==> src/rtl/uart_tx_scheduler.sv <==
// Round-robin scheduler sharing one byte-wide UART transmitter among NUM_REQ producers.
// Define UART_TX_SCHED_TIMEOUT_EN to abort a launch the transmitter never acknowledges with busy.
module uart_tx_scheduler #(
  parameter int NUM_REQ = 4,
  parameter int ID_W    = 2,
  parameter int TIMEOUT = 4
) (
  input  logic                 clk,
  input  logic                 reset_n,
  input  logic [NUM_REQ-1:0]   req,
  input  logic [NUM_REQ*8-1:0] req_data,
  output logic [NUM_REQ-1:0]   ack,
  output logic                 tx_start,
  output logic [7:0]           tx_data,
  input  logic                 tx_busy,
  output logic [ID_W-1:0]      grant_id,
  output logic                 sched_busy,
  output logic                 err_timeout
);

  if (ID_W != $clog2(NUM_REQ) || NUM_REQ < 2 || NUM_REQ > 8 || TIMEOUT < 1) begin : g_bad_param
    $error("uart_tx_scheduler: inconsistent parameters");
  end

  typedef enum logic [1:0] {IDLE, LAUNCH, WAIT_BUSY, WAIT_DONE} state_t;

  state_t                    state;
  logic [ID_W-1:0]           ptr;
  logic [ID_W-1:0]           win;
  logic [ID_W-1:0]           cand;
  logic                      win_vld;
  logic [NUM_REQ-1:0][7:0]   req_bytes;

  assign req_bytes = req_data;

  // Walk from farthest to nearest so the requester closest after ptr wins.
  always_comb begin
    win     = '0;
    win_vld = 1'b0;
    cand    = '0;
    for (int k = NUM_REQ; k >= 1; k--) begin
      cand = ID_W'((int'(ptr) + k) % NUM_REQ);
      if (req[cand]) begin
        win     = cand;
        win_vld = 1'b1;
      end
    end
  end

`ifdef UART_TX_SCHED_TIMEOUT_EN
  localparam int CNT_W = $clog2(TIMEOUT + 1);
  logic [CNT_W-1:0] cnt;
`else
  assign err_timeout = 1'b0;
`endif

  always_ff @(posedge clk or negedge reset_n) begin
    if (!reset_n) begin
      state      <= IDLE;
      ptr        <= ID_W'(NUM_REQ - 1);
      tx_start   <= 1'b0;
      tx_data    <= '0;
      ack        <= '0;
      grant_id   <= '0;
      sched_busy <= 1'b0;
`ifdef UART_TX_SCHED_TIMEOUT_EN
      cnt         <= '0;
      err_timeout <= 1'b0;
`endif
    end else begin
      tx_start <= 1'b0;
      ack      <= '0;
      case (state)
        IDLE: begin
          if (win_vld && !tx_busy) begin
            tx_data    <= req_bytes[win];
            grant_id   <= win;
            tx_start   <= 1'b1;
            ack        <= NUM_REQ'(1) << win;
            sched_busy <= 1'b1;
            state      <= LAUNCH;
          end
        end
        LAUNCH: begin
          state <= WAIT_BUSY;
`ifdef UART_TX_SCHED_TIMEOUT_EN
          cnt   <= '0;
`endif
        end
        WAIT_BUSY: begin
          if (tx_busy) begin
            state <= WAIT_DONE;
          end
`ifdef UART_TX_SCHED_TIMEOUT_EN
          else if (cnt == CNT_W'(TIMEOUT - 1)) begin
            // Abandon the frame; the ack already given stands.
            err_timeout <= 1'b1;
            ptr         <= grant_id;
            sched_busy  <= 1'b0;
            state       <= IDLE;
          end else begin
            cnt <= cnt + 1'b1;
          end
`endif
        end
        WAIT_DONE: begin
          if (!tx_busy) begin
            ptr        <= grant_id;
            sched_busy <= 1'b0;
            state      <= IDLE;
          end
        end
        default: state <= IDLE;
      endcase
    end
  end

endmodule

==> config.mk <==
export PLATFORM = sky130hd
export DESIGN_NAME = uart_tx_scheduler
export DESIGN_NICKNAME = d
export VERILOG_FILES = /design/src/rtl/uart_tx_scheduler.sv
export SDC_FILE = /design/constraint.sdc
export NUM_CORES = 1
export LEC_CHECK = 0
export BUFFER_PORTS_ARGS = -buffer_cell sky130_fd_sc_hd__buf_2
export CAP_MARGIN = 0
export CORE_ASPECT_RATIO = 1.2
export CORE_MARGIN = 2
export CORE_UTILIZATION = 50
export DETAILED_ROUTE_END_ITERATION = 8
export PLACE_DENSITY = 0.84
export SLEW_MARGIN = 40
export SYNTH_ARGS = -nofsm -noshare
export SYNTH_HDL_FRONTEND = slang
export SYNTH_SLANG_ARGS = --single-unit
==> constraint.sdc <==
create_clock -name clk -period 3 [get_ports clk]
set_input_delay 0.45 -clock clk [delete_from_list [all_inputs] [get_ports clk]]
set_output_delay 0.45 -clock clk [all_outputs]
set_load 0.02 [all_outputs]
# Yosys cells after proc, flatten, opt, wreduce, memory -nomap -nowiden
# Index checks and enable logic that the tools add are counted.
dict set report op_classes {
  add_sub_neg 4
  n_lt_le_gt_ge 5
  eq_ne 6
  n_shift 1
  muxes 29
  bitwise_logic 1
  reduce_logical 8
}
# cell count
set ops {}
lappend ops {{binary-select mux 8 bit (select 2 bit)} 1}
lappend ops {{less-than comparator 2 x 3 -> 1 bit, second input constant} 5}
lappend ops {{2-to-1 mux 2 bit} 7}
lappend ops {{2-to-1 mux 1 bit} 12}
lappend ops {{binary-select mux 1 bit (select 2 bit)} 4}
lappend ops {{2-to-1 mux 4 bit} 2}
lappend ops {{2-to-1 mux 8 bit} 1}
lappend ops {{one-hot mux 2 bit (4 select lines)} 1}
lappend ops {{inequality test 2 bit, second input constant} 3}
lappend ops {{AND reduction 3 bit} 2}
lappend ops {{adder 2 x 1 -> 2 bit, second input constant} 2}
lappend ops {{adder 2 bit, second input constant} 2}
lappend ops {{equality test 2 bit, second input constant} 2}
lappend ops {{AND reduction 2 bit} 2}
lappend ops {{<< shifter 1 x 2 -> 4 bit, first input constant} 1}
lappend ops {{equality test 2 x 1 -> 1 bit, second input constant} 1}
lappend ops {{logical NOT 2 bit} 1}
lappend ops {{one-hot mux 1 bit (2 select lines)} 1}
lappend ops {{nonzero test 2 bit} 1}
lappend ops {{logical AND 1 bit} 1}
lappend ops {{logical NOT 1 bit} 1}
lappend ops {{inverter 1 bit} 1}
dict set report totals {
  register_bits 20
  input_bits 39
}

# Logic depth before layout (Yosys ltp)
dict set report logic_depth {
  depth_word 10
  depth_mapped 8
  depth_no_buf 6
}

# Worst setup path before layout
# No wires, ideal clock.
dict set report synth_path {
  kind {register to register}
  start {register ptr[0]}
  end {register tx_data[0]}
  setup_time_ns 0.131
  arrival_time_ns 1.567
  required_time_ns 2.869
  slack_ns 1.301
  path_stages_with_launch 9
  n_path_buf 3
  cell_sequence {dfstp_2 -> nand2b_1 -> a21o_1 -> buf_6 -> and3_4 -> buf_6 -> buf_12 -> mux2i_1 -> a211oi_2}
}
dict set report synth_between {
  elab_chain_cells 9
  elab_cells_between_ends 24
}
# item line_no
set synth_lines {}
lappend synth_lines {{start, declared} 28} ;# logic [ID_W-1:0] ptr;
lappend synth_lines {{start signal, assigned} 60} ;# ptr <= ID_W'(NUM_REQ - 1);
lappend synth_lines {{start signal, assigned} 108} ;# ptr <= grant_id;
lappend synth_lines {{adder 2 x 1 -> 2 bit} 42} ;# cand = ID_W'((int'(ptr) + k) % NUM_REQ);
lappend synth_lines {{binary-select mux 1 bit (select 2 bit)} 43} ;# if (req[cand]) begin
lappend synth_lines {{2-to-1 mux 1 bit (implied by the code)} 43}
lappend synth_lines {{2-to-1 mux 2 bit or 2-to-1 mux 1 bit (tied branches) (4 in a row)} 43}
lappend synth_lines {{binary-select mux 8 bit (select 2 bit) or logical AND 1 bit (tied branches)} {76, 75}}
lappend synth_lines {{2-to-1 mux 8 bit (implied by the code) or AND reduction 2 bit (tied branches)} -}
lappend synth_lines {{end signal, assigned} 76} ;# tx_data <= req_bytes[win];
lappend synth_lines {{end, declared} 14} ;# output logic [7:0] tx_data,
# Several ways; a longest one is shown, not always the timed one. The select of a mux whose other input is x is not followed.
# A chain may end at the register's enable or synchronous reset.

# Worst setup path after layout
dict set report layout_path {
  start {register ptr[0]}
  end {register tx_data[3]}
}
# The elaborated chain is that of the path after synthesis.

==> summary.txt <==
Floorplanning
  • I/O pins: 56
  • Die Height: 59.67 um
  • Core Region: 0.002502 mm^2
  • Die area: 0.003007 mm^2
  • Core Rows: 20
  • Die width: 50.39 um
  • Starting density of the core: 51.60%

Clock network
  • TritonCTS clock tree: done
  • Clock buffer depth: 2
  • CTS sink count: 20
  • Reg clk slew, reported paths: 110 ps
  • CTS root buf: clkbuf_4
  • Htree depth: 1
  • Post-cts repair resize count: 0
  • CTS Buf Count: 3
  • Setup Fix Bufs, Post-CTS: 0
  • Clk_lat worst skew: 300 ps
  • Post-CTS Hold Fix Bufs: 0

Job
  • Max-Cap Viols: 0

Pwr
  • Tot Pwr: 1.401 mW
  • Leakage power total: 0.7782 nW
  • Peak supply drop: 0.5394 mV
  • Power per cell area: 878.2 mW/mm^2

Timing
  • Highest Clock Rate: 506.1 MHz
  • Fin Setup TNS: 0 ps
  • Worst setup margin: 1024 ps
  • Period utilisation layout: 65.86%
  • Relative slew slack: 61.79%
  • Final hold violations: 0
  • Min Tclk post-route: 1976 ps
  • Final hold slack: 64.11 ps
  • Worst-Margin Slew: 570.6 ps
  • Final Setup Violations: 0
  • Number of slew-limit violations in the final report: 0
  • RSZ-0062 raised after global routing: no
  • Final Skew: 1.027 ps

Final layout
  • Filler cells: 222
  • Fin util: 63.75%
  • Fraction of layout cells with a size suffix above 1: 50.29%
  • Area grow syn2layout: 23.55%
  • Design Area, Final: 0.001595 mm^2
  • Final cell count without fillers: 206
  • Layout Nets: 217
  • N_diodes: 0

Critical path
  • Cell family with most CP delay: simple AND/OR/NAND/NOR gates
  • CP startpoint kind: flop
  • Max FO, Critical Path: 21
  • Critical path data required time: 3180 ps
  • Buffers & Inverters on Critical Path: 0
  • Critical path class: reg2reg
  • Slowest cell on crit path: dfstp_2
  • Arrival @ worst endpoint: 2150 ps
  • Reg2Reg Setup Slack: 1020 ps
  • Critical Path End Type: flop
  • Worst path max stage delay: 580 ps
  • Worst-path cell chain: nand2b_1, a21o_1, and3_4, mux2i_1, a211oi_2

Logic synthesis
  • Commonest cells in the netlist: 18 x dfrtp_1, 15 x a211oi_2, 13 x nor2_1
  • Distinct cell type count of the synthesized netlist: 38
  • Cell taking the most area after synthesis: dfrtp_1
  • Syn_area_per_cell: 10.67 um^2
  • Synthesized area: 0.001291 mm^2
  • Top-area cell type share of the netlist area: 34.88%
  • Synthesized flop and latch total: 20
  • Post-synth EDFFs: 0
  • Leading register cell type out of synthesis: dfrtp_1
  • Asr flop ratio synth: 100.0%
  • Register area share after synthesis: 38.95%
  • Synthesized Nets: 164
  • Most numerous cell in the Yosys netlist: dfrtp_1
  • Gate Count Post-Synth: 121
  • Synth area leaders: dfrtp_1 35%, a211oi_2 15%, mux2i_1 6.2%
  • Ys Warns: 0

GRT
  • Pin count of the biggest net entering global routing: 22
  • Number of global-route vias before repair: 994
  • Total GRT Usage: 19.21%
  • Gr ovfl total: 0
  • Global-route wire length before repair: 4284 um
  • Initial antenna violation count: 0

Detailed routing
  • Vias: 1092
  • Drt initial violations: 29
  • TritonRoute pass-1 iters: 4
  • Avg WL per Cell: 13.67 um
  • Routed Antenna Nets: 0
  • Via/cell ratio: 5.301
  • DRC Markers: 0
  • WL final: 2815 um

Placement
  • Placer congestion estimate: 0.7701
  • Dpl cells: 202
  • Placed Area: 0.001540 mm^2
  • Final HPWL DP: 2122 um
  • Pre-CTS setup slack: 814.8 ps
  • Port Buffers: 54

Outcome
  • Status: finished clean

Hold path
  • Worst hold path type: in2async
[final timing paths]
| kind | startpoint | end | depth (start not counted) |
|---|---|---|---|
| max | ptr[0]$_DFFE_PN1P_ | tx_data[3]$_DFFE_PN0P_ | 5 |
| max reg2reg | ptr[0]$_DFFE_PN1P_ | tx_data[3]$_DFFE_PN0P_ | 5 |
| min in group clk | req_data[15] | tx_data[7]$_DFFE_PN0P_ | 3 |
| min | reset_n | ack[1]$_DFF_PN0_ | 1 |
| max in group asynchronous | reset_n | ptr[0]$_DFFE_PN1P_ | 1 |
| min reg2reg | ptr[1]$_DFFE_PN1P_ | ptr[1]$_DFFE_PN1P_ | 2 |
[cells by family (layout without fill, tap and decap cells)]
kind of cell / count (synthesis) / count (layout) / synth area share (%)
AOI/OAI and AO/OA: 37 / 37 / 26.55
adders and majority gates: 4 / 4 / 3.876
buffers and inverters: 19 / 71 / 8.914
DFF: 20 / 20 / 38.95
muxes: 10 / 10 / 7.946
other: 1 / 1 / 0.2904
and+or+nand+nor: 30 / 30 / 13.47
[layer usage]
layer	GRT usage (%)	vias up	routed length (um)
met5	0	-	0
met4	8.108	0	39
met3	3.000	5	177
met2	35.71	43	1468
li1	-	531	-
met1	21.79	513	1130
[power breakdown]
part,total (mW),internal [mW],switching (mW)
clock network,0.221,0.135,0.0857
registers,0.470,0.391,0.0788
logic,0.710,0.286,0.425
total,1.40,0.812,0.589
[layout make-up]
type | instances | area [um^2] | area share, %
repair buffers | 55 | 277.8 | 17.41
inverters | 12 | 45.04 | 2.824
well taps | 33 | 41.29 | 2.588
multi-input cells | 82 | 675.6 | 42.35
flip-flops and latches | 20 | 503.0 | 31.53
clock inverters | 1 | 30.03 | 1.882
clock buffers | 3 | 22.52 | 1.412
[placed cells by master (no fill, tap or decap), types with 2 or more instances in the layout]
master | Yosys | layout
nor2_1 | 13 | 13
mux2i_1 | 8 | 8
a21oi_1 | 3 | 3
nand2b_1 | 3 | 3
a211oi_2 | 15 | 15
ha_1 | 4 | 4
o21ai_0 | 3 | 3
buf_2 | 1 | 54
nor2b_1 | 3 | 2
clkbuf_4 | 0 | 3
dfrtp_1 | 18 | 18
dfstp_2 | 2 | 2
inv_1 | 12 | 12
nand2_1 | 2 | 2
a31oi_1 | 8 | 8
[flip-flops by register name (all words and copies together) (netlist names)]
register    cells
tx_data         8
ack             4
grant_id        2
ptr             2
state           2
sched_busy      1
tx_start        1
(Power assumes the default switching activity.)
